<file path="config.mk">
export PLATFORM = sky130hd
export DESIGN_NAME = intr_controller
export DESIGN_NICKNAME = d
export VERILOG_FILES = /design/src/rtl/intr_pkg.sv /design/src/rtl/intr_edge_pending.sv /design/src/rtl/intr_controller.sv
export SDC_FILE = /design/constraint.sdc
export NUM_CORES = 1
export LEC_CHECK = 0
export ABC_AREA = 1
export CAP_MARGIN = 30
export CORE_AREA = 8 8 62 78
export CTS_CLUSTER_SIZE = 20
export DETAILED_ROUTE_END_ITERATION = 16
export DIE_AREA = 0 0 70 86
export PLACE_DENSITY_LB_ADDON = 0.08
export SLEW_MARGIN = 10
export SYNTH_ARGS = -nofsm -noshare
export SYNTH_HDL_FRONTEND = slang
export SYNTH_SLANG_ARGS = --single-unit
</file>
<file path="constraint.sdc">
create_clock -name CLK_i -period 2.4 [get_ports CLK_i]
set_clock_uncertainty 0.2 [all_clocks]
set_input_delay 0.48 -clock CLK_i [delete_from_list [all_inputs] [get_ports CLK_i]]
set_output_delay 0.48 -clock CLK_i [all_outputs]
set_load 0.01 [all_outputs]
</file>
<file path="src/rtl/intr_pkg.sv">
// Shared types and field positions for the interrupt controller.
// No ports; imported by intr_edge_pending and intr_controller.
package intr_pkg;

   // Controller sequencing states.
   typedef enum logic [1:0] {
      ST_IDLE   = 2'd0,
      ST_REQ    = 2'd1,
      ST_ACTIVE = 2'd2
   } state_e;

   // Priority / running level (0 = base code) and level-stack depth.
   typedef logic [1:0] lvl_t;
   typedef logic [1:0] depth_t;

   // Config word bit positions (intDataIn).
   localparam int CFG_EN0      = 0;
   localparam int CFG_EN1      = 1;
   localparam int CFG_LVL0_LSB = 2;
   localparam int CFG_LVL1_LSB = 4;
   localparam int CFG_GIE      = 15;

   // Status word bit positions (intDataOut).
   localparam int ST_CFG_LSB   = 0;
   localparam int ST_PEND_LSB  = 6;
   localparam int ST_CUR_LSB   = 8;
   localparam int ST_DEPTH_LSB = 10;
   localparam int ST_REQ_BIT   = 12;
   localparam int ST_ERR_BIT   = 13;
   localparam int ST_GIE_BIT   = 15;

   // Stored configuration.
   typedef struct packed {
      logic gie;
      lvl_t lvl1;
      lvl_t lvl0;
      logic en1;
      logic en0;
   } cfg_t;

   // Extract the stored configuration from a config write word.
   function automatic cfg_t decode_cfg(input logic [15:0] word);
      cfg_t c;
      c.en0  = word[CFG_EN0];
      c.en1  = word[CFG_EN1];
      c.lvl0 = word[CFG_LVL0_LSB +: 2];
      c.lvl1 = word[CFG_LVL1_LSB +: 2];
      c.gie  = word[CFG_GIE];
      return c;
   endfunction

endpackage

</file>
<file path="src/rtl/intr_edge_pending.sv">
// Rising-edge capture of one interrupt request line into a pending flag.
// Ports:
//   clk_i     - system clock
//   rst_i     - synchronous active-high reset
//   line_i    - raw request line
//   clr_i     - clear pending (source acknowledged this cycle)
//   pending_o - captured pending request
module intr_edge_pending
   import intr_pkg::*;
(
   input  logic clk_i,
   input  logic rst_i,
   input  logic line_i,
   input  logic clr_i,
   output logic pending_o
);

   logic prev_q, prev_d;
   logic pending_q, pending_d;
   logic rise;

   // A fresh edge beats a simultaneous clear so no request is lost.
   always_comb begin
      prev_d    = line_i;
      rise      = line_i & ~prev_q;
      pending_d = rise | (pending_q & ~clr_i);
   end

   // prev resets high: a line already high out of reset is not an edge.
   always_ff @(posedge clk_i) begin
      if (rst_i) begin
         prev_q    <= 1'b1;
         pending_q <= 1'b0;
      end else begin
         prev_q    <= prev_d;
         pending_q <= pending_d;
      end
   end

   assign pending_o = pending_q;

endmodule

</file>
<file path="src/rtl/intr_controller.sv">
// Two-source nested interrupt controller.
// Ports:
//   CLK_i         - system clock
//   Reset_i       - synchronous active-high reset
//   int0_i/int1_i - request lines, rising-edge captured
//   intWrite_i    - config write strobe, intDataIn_i = config word
//   intAck_i      - datapath takes the request this cycle
//   intRet_i      - datapath executed return-from-interrupt
//   int_o         - registered interrupt request
//   intVector_o   - handler address of the latched source while int_o=1
//   intLvl_o      - current running level
//   intDataOut_o  - status word
// Handshake: int_o acts as valid and intAck_i as ready; a request is
// transferred on the edge where both are 1. While int_o=1 the vector and
// latched source never change, and int_o drops on the transfer edge.
module intr_controller
   import intr_pkg::*;
#(
   parameter logic [15:0] VEC0       = 16'h0010,
   parameter logic [15:0] VEC1       = 16'h0020,
   parameter int          NEST_DEPTH = 2
) (
   input  logic        CLK_i,
   input  logic        Reset_i,
   input  logic        int0_i,
   input  logic        int1_i,
   input  logic        intWrite_i,
   input  logic [15:0] intDataIn_i,
   input  logic        intAck_i,
   input  logic        intRet_i,
   output logic        int_o,
   output logic [15:0] intVector_o,
   output logic [1:0]  intLvl_o,
   output logic [15:0] intDataOut_o
);

   localparam depth_t DEPTH_MAX = depth_t'(NEST_DEPTH);

   state_e      state_q, state_d;
   cfg_t        cfg_q, cfg_d;
   lvl_t        cur_q, cur_d;
   depth_t      depth_q, depth_d;
   lvl_t        stack_q [NEST_DEPTH];
   lvl_t        stack_d [NEST_DEPTH];
   logic        src_q, src_d;
   lvl_t        req_lvl_q, req_lvl_d;
   logic        int_q, int_d;
   logic [15:0] vec_q, vec_d;
   logic        err_q, err_d;

   logic pend0, pend1;
   logic clr0, clr1;
   logic elig0, elig1;
   logic win1;

   logic unused_cfg_bits;
   assign unused_cfg_bits = ^intDataIn_i[14:6];

   intr_edge_pending u_edge0 (
      .clk_i     (CLK_i),
      .rst_i     (Reset_i),
      .line_i    (int0_i),
      .clr_i     (clr0),
      .pending_o (pend0)
   );

   intr_edge_pending u_edge1 (
      .clk_i     (CLK_i),
      .rst_i     (Reset_i),
      .line_i    (int1_i),
      .clr_i     (clr1),
      .pending_o (pend1)
   );

   // Eligibility is judged against the level/depth before this edge's pop.
   always_comb begin
      elig0 = cfg_q.en0 & pend0 & (cfg_q.lvl0 > cur_q) & cfg_q.gie & (depth_q < DEPTH_MAX);
      elig1 = cfg_q.en1 & pend1 & (cfg_q.lvl1 > cur_q) & cfg_q.gie & (depth_q < DEPTH_MAX);
      // Source 1 only wins with a strictly higher level; ties go to 0.
      win1  = elig1 & (~elig0 | (cfg_q.lvl1 > cfg_q.lvl0));
   end

   always_comb begin
      state_d   = state_q;
      cfg_d     = intWrite_i ? decode_cfg(intDataIn_i) : cfg_q;
      cur_d     = cur_q;
      depth_d   = depth_q;
      stack_d   = stack_q;
      src_d     = src_q;
      req_lvl_d = req_lvl_q;
      int_d     = int_q;
      vec_d     = vec_q;
      err_d     = err_q;
      clr0      = 1'b0;
      clr1      = 1'b0;

      // Return is processed first so a same-edge ack pushes the popped level.
      if (intRet_i) begin
         if (depth_q != '0) begin
            for (int k = 0; k < NEST_DEPTH; k++) begin
               if (k == int'(depth_q) - 1) cur_d = stack_q[k];
            end
            depth_d = depth_q - 2'd1;
         end else begin
            err_d = 1'b1;
         end
      end

      case (state_q)
         ST_REQ: begin
            if (intAck_i) begin
               for (int k = 0; k < NEST_DEPTH; k++) begin
                  if (k == int'(depth_d)) stack_d[k] = cur_d;
               end
               cur_d   = req_lvl_q;
               depth_d = depth_d + 2'd1;
               clr0    = ~src_q;
               clr1    = src_q;
               int_d   = 1'b0;
               vec_d   = '0;
               state_d = ST_ACTIVE;
            end
         end
         default: begin
            if (elig0 | elig1) begin
               state_d   = ST_REQ;
               src_d     = win1;
               req_lvl_d = win1 ? cfg_q.lvl1 : cfg_q.lvl0;
               int_d     = 1'b1;
               vec_d     = win1 ? VEC1 : VEC0;
            end else if (depth_d == '0) begin
               state_d = ST_IDLE;
            end else begin
               state_d = ST_ACTIVE;
            end
         end
      endcase
   end

   always_ff @(posedge CLK_i) begin
      if (Reset_i) begin
         state_q   <= ST_IDLE;
         cfg_q     <= '0;
         cur_q     <= '0;
         depth_q   <= '0;
         for (int k = 0; k < NEST_DEPTH; k++) stack_q[k] <= '0;
         src_q     <= 1'b0;
         req_lvl_q <= '0;
         int_q     <= 1'b0;
         vec_q     <= '0;
         err_q     <= 1'b0;
      end else begin
         state_q   <= state_d;
         cfg_q     <= cfg_d;
         cur_q     <= cur_d;
         depth_q   <= depth_d;
         stack_q   <= stack_d;
         src_q     <= src_d;
         req_lvl_q <= req_lvl_d;
         int_q     <= int_d;
         vec_q     <= vec_d;
         err_q     <= err_d;
      end
   end

   always_comb begin
      intDataOut_o = '0;
      intDataOut_o[ST_CFG_LSB +: 6]   = {cfg_q.lvl1, cfg_q.lvl0, cfg_q.en1, cfg_q.en0};
      intDataOut_o[ST_PEND_LSB +: 2]  = {pend1, pend0};
      intDataOut_o[ST_CUR_LSB +: 2]   = cur_q;
      intDataOut_o[ST_DEPTH_LSB +: 2] = depth_q;
      intDataOut_o[ST_REQ_BIT]        = (state_q == ST_REQ);
      intDataOut_o[ST_ERR_BIT]        = err_q;
      intDataOut_o[ST_GIE_BIT]        = cfg_q.gie;
   end

   assign int_o       = int_q;
   assign intVector_o = vec_q;
   assign intLvl_o    = cur_q;

endmodule

</file>
; ---- After elaboration in Yosys (flattened, before gate mapping)
; Index checks and enable logic that the tools add are counted.
[classes]
eq_ne = 4
addsub = 3
order_cmp = 4
n_reduce_logical = 10
bitwise = 25
muxes = 26
[ops]
columns = operator, count
row1 = $mux 16, 3
row2 = $logic_not 32->1, 1
row3 = $mux 2, 15
row4 = $and 1x1->1, 13
row5 = $not 1->1, 8
row6 = $mux 1, 7
row7 = $gt 2x2->1, 3
row8 = $mux 6, 1
row9 = $reduce_and 2->1, 3
row10 = $reduce_and 3->1, 2
row11 = $logic_not 2->1, 2
row12 = $or 1x1->1, 4
row13 = $reduce_bool 2->1, 2
row14 = $eq 2x3->1 const A, 1
row15 = $sub 2x1->3 const B, 1
row16 = $add 2x1->2 const B, 1
row17 = $eq 2x1->1 const B, 1
row18 = $eq 2x2->1 const A, 1
row19 = $lt 2x2->1 const B, 1
row20 = $ne 2x2->1 const B, 1
row21 = $sub 2x1->2 const B, 1
[word_totals]
regBits = 42
out_inout_bits = 35
in_bits = 23
word_cells = 91

; ---- Logic depth before layout (Yosys ltp)
; Gate-level depths: netlist (run 1).
[logic_depth]
word_depth = 10
mapped_depth = 12
depth_no_buf = 12

; ---- Cells and area by module
; A second synthesis (run 1) with hierarchy kept.
[unflattened]
hier_cells = 217
area_unflattened_um2 = 1552.7
[by_module_without_submodules]
columns = mod, area_per_inst_um2, seq_area_each_um2, cells_per_inst, n_inst
row1 = intr_controller, 1412.6, 480.5, 201, 1
row2 = intr_edge_pending, 70.1, 40.0, 8, 2

; ---- Worst setup path after synthesis (run 1)
; OpenSTA, ideal clock, no wires.
[synth_path]
path_kind = register -> register
start = register cur_q[1] (netlist: intLvl_o[1])
end = register req_lvl_q[0]
required_time_ns = 2.087
path_slack_ns = 0.659
setup_time_ns = 0.113
n_path_buf = 0
stages_incl_launch_ff = 12
arrival_time_ns = 1.428
period_less_slack_ns = 1.741
cell_sequence = dfxtp_1 -> inv_1 -> ha_1 -> inv_1 -> o21bai_1 -> inv_1 -> nor2_4 -> nand2_2 -> nand2_1 -> nand2_1 -> o21ai_1 -> inv_1
[synth_via]
elab_chain_cells = 8
elab_cells_between_ends = 14
cone_classes = order compare (2) / mux (1) / bitwise (10) / reduce/logical (1)
[synth_rtl]
columns = element, line
row1 = start: declaration, intr_controller.sv:41  ; lvl_t cur_q, cur_d;
row2 = start signal: assignment, intr_controller.sv:155  ; cur_q <= cur_d;
row3 = $gt 2x2->1, intr_controller.sv:77  ; elig0 = cfg_q.en0 & pend0 & (cfg_q.lvl0 > cur_q) & cfg_q.gie & (depth_q < DEPTH_MAX);
row4 = $and 1x1->1 (3 in series), intr_controller.sv:77
row5 = $not 1->1, intr_controller.sv:80  ; win1 = elig1 & (~elig0 | (cfg_q.lvl1 > cfg_q.lvl0));
row6 = $or 1x1->1, intr_controller.sv:80
row7 = $and 1x1->1, intr_controller.sv:80
row8 = $mux 2, intr_controller.sv:128  ; req_lvl_d = win1 ? cfg_q.lvl1 : cfg_q.lvl0;
row9 = end signal: assignment, intr_controller.sv:159  ; req_lvl_q <= req_lvl_d;
row10 = end: declaration, intr_controller.sv:46  ; lvl_t req_lvl_q, req_lvl_d;
; Parallel ways exist; a longest one is shown, timed or not.
; A chain may end at the register's enable or synchronous reset.

; ---- Final worst setup path (run 1)
[layout_path]
start = register cur_q[0] (netlist: intLvl_o[0])
end = output port intDataOut_o[8]
[layout_lines]
columns = element, line
row1 = end: declaration, intr_controller.sv:34  ; output logic [15:0] intDataOut_o
; No word-level cell between the ends.

==> flow_metrics.env, run 1 <==
export IMPL_worstSkewPairLatency_ps=270
export IMPL_cts_buffers=3
export IMPL_dieWidth_um=70
export IMPL_slowest_delay_ps=580
export IMPL_drv_slew=0
export IMPL_setup_viol=0
export IMPL_vias_per_cell=4.62
export IMPL_grt_total_usage=0.105
export IMPL_hold_depth=2
export IMPL_crit_type="flop to primary output"
export IMPL_routedWlPerCell_um=11.2
export IMPL_num_rows=25
export IMPL_yosysWarnings=0
export IMPL_holdPathEnd="err_q"
export IMPL_drt_iter0_markers=36
export IMPL_reg2reg_from="intLvl_o[1]"
export IMPL_fp_coreArea_um2=3630
export IMPL_synth_cell_types=25
export IMPL_start_util=0.423
export IMPL_dieArea_um2=6020
export IMPL_cts_resized=0
export IMPL_netlist_area_um2=1540
export IMPL_powerDensity_nw_per_um2=485
export IMPL_cts_buffer_depth=2
export IMPL_rsz0062_at_grt="no"
export IMPL_cp_depth=1
export IMPL_rr_endpoint="req_lvl_q[0]"
export IMPL_drt_first_pass_iters=4
export IMPL_grt_max_degree=18
export IMPL_period_needed_ps=1980
export IMPL_clkTransAtPathRegs_ps=100
export IMPL_crit_family="buffers and inverters"
export IMPL_hold_buffers=0
export IMPL_place_inst=278
export IMPL_cts_tree="yes"
export IMPL_antenna_left=0
export IMPL_finalNetCount=274
export IMPL_worst_endpoint_required_ps=1720
export IMPL_num_io_pins=58
export IMPL_path_buf_inv=1
export IMPL_maxCapViolations=0
export IMPL_syn_inst=214
export IMPL_fin_crit_sh=0.824
export IMPL_cp_slowest_cell="clkdlybuf4s50_1"
export IMPL_dpl_hpwl_um=2560
export IMPL_critPathArrivalTime_ps=1300
export IMPL_endpoint_kind="primary output"
export IMPL_power_leakage_uw=0.000834
export IMPL_cts_setup_buffers=0
export IMPL_syn_avg_cell_area_um2=7.18
export IMPL_areaGrowthSynthToFinish_pct=21.4
export IMPL_htreeDepth=1
export IMPL_vias=1302
export IMPL_wl_um=3150
export IMPL_path_cells="clkdlybuf4s50_1"
export IMPL_post_route_drc_count=0
export IMPL_place_congestion=0.800
export IMPL_fin_setup_tns_ps=0
export IMPL_die_h_um=86
export IMPL_port_buffer_count=33
export IMPL_vdd_ir_drop_max_uv=298
export IMPL_crit_path_max_fanout=5
export IMPL_finalHoldViolCount=0
export IMPL_holdCritStartpoint="err_q"
export IMPL_antenna_found_initial=0
export IMPL_start_kind="flop"
export IMPL_yosysSeqAreaShare=0.365
export IMPL_ff2ff_path_depth=11
export IMPL_grt_pass1_wl_um=5460
export IMPL_cts_root_buf="clkbuf_8"
export IMPL_outcome="complete, no violations"
export IMPL_max_freq_mhz=506
export IMPL_fin_cells=282
export IMPL_synth_seq_cells=28
export IMPL_rrSetupSlack_ps=520
export IMPL_grt_pass1_vias=1279
export IMPL_overflow=0
export IMPL_hold_path_class="flop to flop"
export IMPL_n_antenna_cell=0
export IMPL_drive_gt1_frac=0.0909
export IMPL_clock_sinks=28
stage by stage:
step	area (µm²)	util	total power (µW)	setup WS [ps]	hold WS, ps
3_3_place_gp	1810	0.499	624	121	255
5_1_grt	1870	0.514	953	267	312
3_5_place_dp	1810	0.499	624	116	260
2_1_floorplan	1590	-	588	659	238
6_report	1870	0.514	905	423	273
4_1_cts	1870	0.514	915	386	277
routing by layer:
metal	up-vias	part of all wire	global-route usage
li1	690	-	-
met1	582	0.43	0.0999
met2	28	0.51	0.206
met3	2	0.058	0.0346
met4	0	0.0051	0.0275
met5	-	0	0
where the power goes:
part           total, µW  switching [µW]  internal, µW  leakage (µW)
combinational        124            64.6          59.4      0.000577
sequential           488            10.2           478      0.000229
clock                292             145           147     0.0000288
total                905             220           684      0.000834
cells by family after synthesis:
logic type,share of synthesized area
adders and majority gates,0.0651
other,0.00244
buffers and inverters,0.196
AOI/OAI and AO/OA,0.158
and+or+nand+nor,0.213
DFF,0.365
synthesized netlist by cell type:
cell type | count | share of area
dfxtp_1 | 28 | 0.36
buf_4 | 20 | 0.098
a21oi_2 | 1 | 0.0057
a31oi_1 | 1 | 0.0041
ha_1 | 8 | 0.065
inv_2 | 4 | 0.0098
nor2_1 | 11 | 0.027
inv_1 | 32 | 0.078
nor2_4 | 3 | 0.022
buf_1 | 1 | 0.0024
nand3_1 | 9 | 0.029
buf_2 | 1 | 0.0033
conb_1 | 1 | 0.0024
nor2_2 | 1 | 0.0041
o21ai_0 | 17 | 0.055
o22ai_1 | 2 | 0.0081
nand2_2 | 5 | 0.020
o21bai_1 | 1 | 0.0049
a21oi_1 | 22 | 0.072
a211oi_1 | 1 | 0.0049
o21ai_1 | 1 | 0.0033
or2_2 | 2 | 0.0081
nand2_4 | 1 | 0.0073
clkbuf_1 | 2 | 0.0049
nand2_1 | 39 | 0.095
state kept, by name (all words and copies together) (netlist names):
signal and cells:
intDataOut_o 7, stack_q 4, depth_q 2, intLvl_o 2, intVector_o 2, req_lvl_q 2, state_q 2, err_q 1
int_o 1, src_q 1, u_edge0.pending_o 1, u_edge0.prev_q 1, u_edge1.pending_o 1, u_edge1.prev_q 1
worst max-delay path by stage:
stage | from | to | slack (ps)
floorplan | intLvl_o[1] | req_lvl_q[0] | 660
global placement | intRet_i | stack_q[2] | 120
detailed placement | intRet_i | stack_q[2] | 120
CTS | intLvl_o[0] | intDataOut_o[8] | 390
global route | intRet_i | stack_q[2] | 270
finish | intLvl_o[0] | intDataOut_o[8] | 420
final cells by class:
class / count / area (µm²)
Fill cell: 391 / 1760
Clock buffer: 4 / 55.1
Tap cell: 40 / 50.0
Timing Repair Buffer: 34 / 338
Sequential cell: 28 / 561
Multi-Input combinational cell: 140 / 727
Inverter: 36 / 135
cells in the final DEF, fill, tap and decap left out, drive strengths merged, types with 2 or more instances in the layout:
master         instances
clkbuf                 4
inv                   36
o21ai                 18
nor2                  15
ha                     8
nand3                  9
or2                    2
dfxtp                 28
clkdlybuf4s50         33
nand2                 45
conb                  15
o22ai                  2
a21oi                 23
Note: power is estimated with default switching activity, not from simulation.
==> run 2: changes to the inputs <==
- clock period: 2.4 -> 2 ns (I/O delays scaled with it)
==> run 2 against run 1 <==
Sequential share of layout area down 0.94 points. Non-clock buffer count up 8. Clock-buffer cell count unchanged. Global-route usage up 0.45 points. Combinational power up 23%. First-iteration DRC count up 25%. Core utilization up 1.7 points. Via count up 1.4%. Largest cell class unchanged. Hold slack worse by 1.6 ps. Cell area up 3.2%. Critical endpoint is now intLvl_o[0].
==> flow_metrics.env, run 2 (synthesized netlist as in run 1, its figures left out) <==
export IMPL_reg2reg_from="intLvl_o[1]"
export IMPL_dpl_hpwl_um=2670
export IMPL_antenna_found_initial=0
export IMPL_dieWidth_um=70
export IMPL_num_rows=25
export IMPL_vias_per_cell=4.55
export IMPL_vias=1320
export IMPL_period_needed_ps=1890
export IMPL_clock_sinks=28
export IMPL_finish_instance_area_um2=1930
export IMPL_grt_pass1_vias=1294
export IMPL_hold_buffers=0
export IMPL_grt_pass1_wl_um=5610
export IMPL_crit_start="intLvl_o[0]"
export IMPL_cts_buffers=3
export IMPL_start_kind="flop"
export IMPL_max_freq_mhz=529
export IMPL_final_common_cell="nand2_1"
export IMPL_grt_total_usage=0.109
export IMPL_critPathArrivalTime_ps=1290
export IMPL_htreeDepth=1
export IMPL_crit_family="buffers and inverters"
export IMPL_holdCritStartpoint="int_o"
export IMPL_overflow=0
export IMPL_finalHoldViolCount=0
export IMPL_setup_viol=0
export IMPL_wl_um=3240
export IMPL_powerDensity_nw_per_um2=563
export IMPL_largest_reg_flops=7
export IMPL_antenna_left=0
export IMPL_vdd_ir_drop_max_uv=349
export IMPL_power_leakage_uw=0.000873
export IMPL_n_antenna_cell=0
export IMPL_path_cells="clkdlybuf4s50_1"
export IMPL_path_buf_inv=1
export IMPL_maxCapViolations=0
export IMPL_routedWlPerCell_um=11.2
export IMPL_worstSkewPairLatency_ps=270
export IMPL_outcome="complete, no violations"
export IMPL_grt_max_degree=18
export IMPL_dieArea_um2=6020
export IMPL_drive_gt1_frac=0.120
export IMPL_cp_slowest_cell="clkdlybuf4s50_1"
export IMPL_drv_slew=0
export IMPL_finalNetCount=282
export IMPL_crit_path_max_fanout=5
export IMPL_place_congestion=0.811
export IMPL_fill_cells=387
export IMPL_areaGrowthSynthToFinish_pct=25.3
export IMPL_post_route_drc_count=0
export IMPL_hold_path_class="flop to flop"
export IMPL_endpoint_kind="primary output"
export IMPL_start_util=0.423
export IMPL_cts_setup_buffers=0
export IMPL_worst_endpoint_required_ps=1400
export IMPL_crit_type="flop to primary output"
export IMPL_cts_root_buf="clkbuf_8"
export IMPL_fin_crit_sh=0.945
export IMPL_cts_tree="yes"
export IMPL_slowest_delay_ps=580
export IMPL_port_buffer_count=33
export IMPL_fin_util=0.531
export IMPL_fp_coreArea_um2=3630
export IMPL_cts_buffer_depth=2
export IMPL_clkTransAtPathRegs_ps=90
export IMPL_cts_resized=0
export IMPL_drt_iter0_markers=45
export IMPL_die_h_um=86
export IMPL_most_common_layout_cells="nand2_1, clkdlybuf4s50_1, inv_1, dfxtp_1, a21oi_1"
export IMPL_rsz0062_at_grt="no"
export IMPL_placedInstanceArea_um2=1870
export IMPL_drt_first_pass_iters=4
export IMPL_num_io_pins=58
==> run 2: path summary, 6_finish.rpt <==
path | endpoint | slack (ps) | cells past startpoint
max | intLvl_o[0] | 110 | 1
min | int_o | 270 | 2
max reg2reg | req_lvl_q[0] | 210 | 11
min reg2reg | int_o | 270 | 2
==> run 2: where the power goes <==
part	total [µW]	internal (µW)	switching (µW)
logic	153	74.0	79.1
registers	586	574	12.3
clock network	345	176	169
==> run 2: metrics by stage <==
stage          power (µW)  TNS (ps)  setup WS (ps)  hold slack, ps  cells
2_1_floorplan         705         0            259             238    228
3_3_place_gp          752      -438           -110             254    286
3_5_place_dp          753      -494           -116             260    286
4_1_cts              1100         0           86.2             275    290
5_1_grt              1150         0           2.60             310    290
6_report             1080         0            110             272    290
==> run 2: final cells by class <==
| class | instances | area [µm²] | area share |
|---|---|---|---|
| repair buffers | 42 | 398 | 0.207 |
| flip-flops and latches | 28 | 561 | 0.291 |
| inverters | 36 | 135 | 0.0702 |
| multi-input cells | 140 | 727 | 0.378 |
| well taps | 40 | 50.0 | 0.0260 |
| clock buffers | 4 | 55.1 | 0.0286 |
==> run 2: per-layer routing <==
layer | part of all wire | vias to the layer above | track usage | wire [µm]
met5 | 0 | - | 0 | 0
met4 | 0.0096 | 0 | 0.0275 | 31
met3 | 0.071 | 5 | 0.0393 | 229
met2 | 0.51 | 33 | 0.206 | 1660
met1 | 0.41 | 575 | 0.110 | 1320
li1 | - | 707 | - | -
==> run 3: changes to the inputs <==
- CORE_AREA: 8 8 62 78 -> 3 3 57 73
- DIE_AREA: 0 0 70 86 -> 0 0 60 76
==> run 3 against run 2 <==
First-iteration DRC count decreased by 51%. Largest power group unchanged. Largest cell class unchanged. Core utilization grew 2.4 points. Sequential share of layout area decreased by 0.11 points. Combinational power hardly changed. Non-clock buffer count decreased by 1. Die area down 24%. Critical path depth unchanged. Register-to-register slack improved by 20 ps. Maximum frequency decreased by 0.76%.
==> flow_metrics.env, run 3 (synthesized netlist as in run 1, its figures left out) <==
export IMPL_drt_first_pass_iters=4
export IMPL_cp_slowest_cell="clkdlybuf4s50_1"
export IMPL_cts_resized=0
export IMPL_largest_reg_flops=7
export IMPL_endpoint_kind="primary output"
export IMPL_grt_max_degree=18
export IMPL_path_buf_inv=1
export IMPL_outcome="complete, no violations"
export IMPL_reg2reg_from="intLvl_o[1]"
export IMPL_post_route_drc_count=0
export IMPL_routedWlPerCell_um=10.3
export IMPL_fp_coreArea_um2=3480
export IMPL_fill_cells=365
export IMPL_hold_path_class="flop to flop"
export IMPL_clkTransAtPathRegs_ps=100
export IMPL_cts_root_buf="clkbuf_8"
export IMPL_critPathArrivalTime_ps=1300
export IMPL_areaGrowthSynthToFinish_pct=25.8
export IMPL_power_leakage_uw=0.000874
export IMPL_vdd_ir_drop_max_uv=313
export IMPL_clock_sinks=28
export IMPL_cts_setup_buffers=0
export IMPL_crit_path_max_fanout=5
export IMPL_drive_gt1_frac=0.116
export IMPL_antenna_found_initial=0
export IMPL_holdCritStartpoint="int_o"
export IMPL_dpl_hpwl_um=2350
export IMPL_crit_family="buffers and inverters"
export IMPL_grt_total_usage=0.141
export IMPL_hold_buffers=0
export IMPL_worst_endpoint_required_ps=1400
export IMPL_regArea_um2=561
export IMPL_period_needed_ps=1900
export IMPL_pre_cts_ws_ps=-98.5
export IMPL_wl_um=2960
export IMPL_slowest_delay_ps=580
export IMPL_maxCapViolations=0
export IMPL_powerDensity_nw_per_um2=612
export IMPL_most_common_layout_cells="nand2_1, clkdlybuf4s50_1, inv_1, dfxtp_1, a21oi_1"
export IMPL_start_kind="flop"
export IMPL_die_h_um=76
export IMPL_drv_slew=0
export IMPL_final_common_cell="nand2_1"
export IMPL_crit_start="intLvl_o[0]"
export IMPL_htreeDepth=1
export IMPL_path_cells="clkdlybuf4s50_1"
export IMPL_setup_slack_ps=95.7
export IMPL_antenna_left=0
export IMPL_dieArea_um2=4560
export IMPL_fin_util=0.555
export IMPL_max_freq_mhz=525
export IMPL_grt_pass1_wl_um=4990
export IMPL_n_antenna_cell=0
export IMPL_vias_per_cell=4.52
export IMPL_dieWidth_um=60
export IMPL_setup_viol=0
export IMPL_overflow=0
export IMPL_place_congestion=0.825
export IMPL_vias=1302
export IMPL_finish_instance_area_um2=1930
export IMPL_grt_pass1_vias=1160
export IMPL_num_rows=24
export IMPL_finalHoldViolCount=0
export IMPL_drt_iter0_markers=22
export IMPL_finalNetCount=281
export IMPL_crit_type="flop to primary output"
export IMPL_rsz0062_at_grt="no"
export IMPL_multi_input_area_um2=727
export IMPL_start_util=0.441
export IMPL_placedInstanceArea_um2=1860
export IMPL_port_buffer_count=33
export IMPL_cts_tree="yes"
export IMPL_num_io_pins=58
export IMPL_cts_buffers=3
export IMPL_fin_crit_sh=0.952
export IMPL_cts_buffer_depth=2
export IMPL_worstSkewPairLatency_ps=270
run 3: cell types whose count changed in the layout (fill, tap and decap cells not counted):
cell,change
buf_4,-1
bufinv_16,+1
clkbuf_8,-1
o21ai_1,+1
o21ai_0,-1
run 3: per-layer routing:
layer	up-vias	track usage	wire, µm
met5	-	0	0
met4	0	0.0665	58
met3	4	0.0237	122
met2	28	0.244	1510
met1	565	0.160	1270
li1	705	-	-
run 3: per-stage QoR:
stage | total power (µW) | TNS (ps) | cells | hold slack, ps
2_1_floorplan | 705 | 0 | 228 | 238
4_1_cts | 1200 | 0 | 288 | 273
3_5_place_dp | 751 | -379 | 284 | 257
6_report | 1180 | 0 | 288 | 267
3_3_place_gp | 751 | -430 | 284 | 256
5_1_grt | 1240 | 0 | 288 | 314
run 3: final cells by class:
| cell class | count | area share |
|---|---|---|
| Inverter | 36 | 0.0699 |
| Multi-Input combinational cell | 140 | 0.376 |
| Timing Repair Buffer | 41 | 0.202 |
| Tap cell | 39 | 0.0252 |
| Clock buffer | 3 | 0.0214 |
| Clock inverter | 1 | 0.0155 |
| Sequential cell | 28 | 0.290 |
run 3: where the power goes:
part	internal, µW	switching, µW	total (µW)
Sequential	574	12.4	586
Combinational	73.8	77.4	151
Clock	268	178	445
Total	916	267	1180
run 3: final timing paths:
path | slack [ps] | cells after the start | endpoint
worst min-delay path | 270 | 2 | int_o
worst max-delay path | 100 | 1 | intDataOut_o[8]
worst min register to register | 270 | 2 | int_o
worst max register to register | 230 | 11 | req_lvl_q[0]
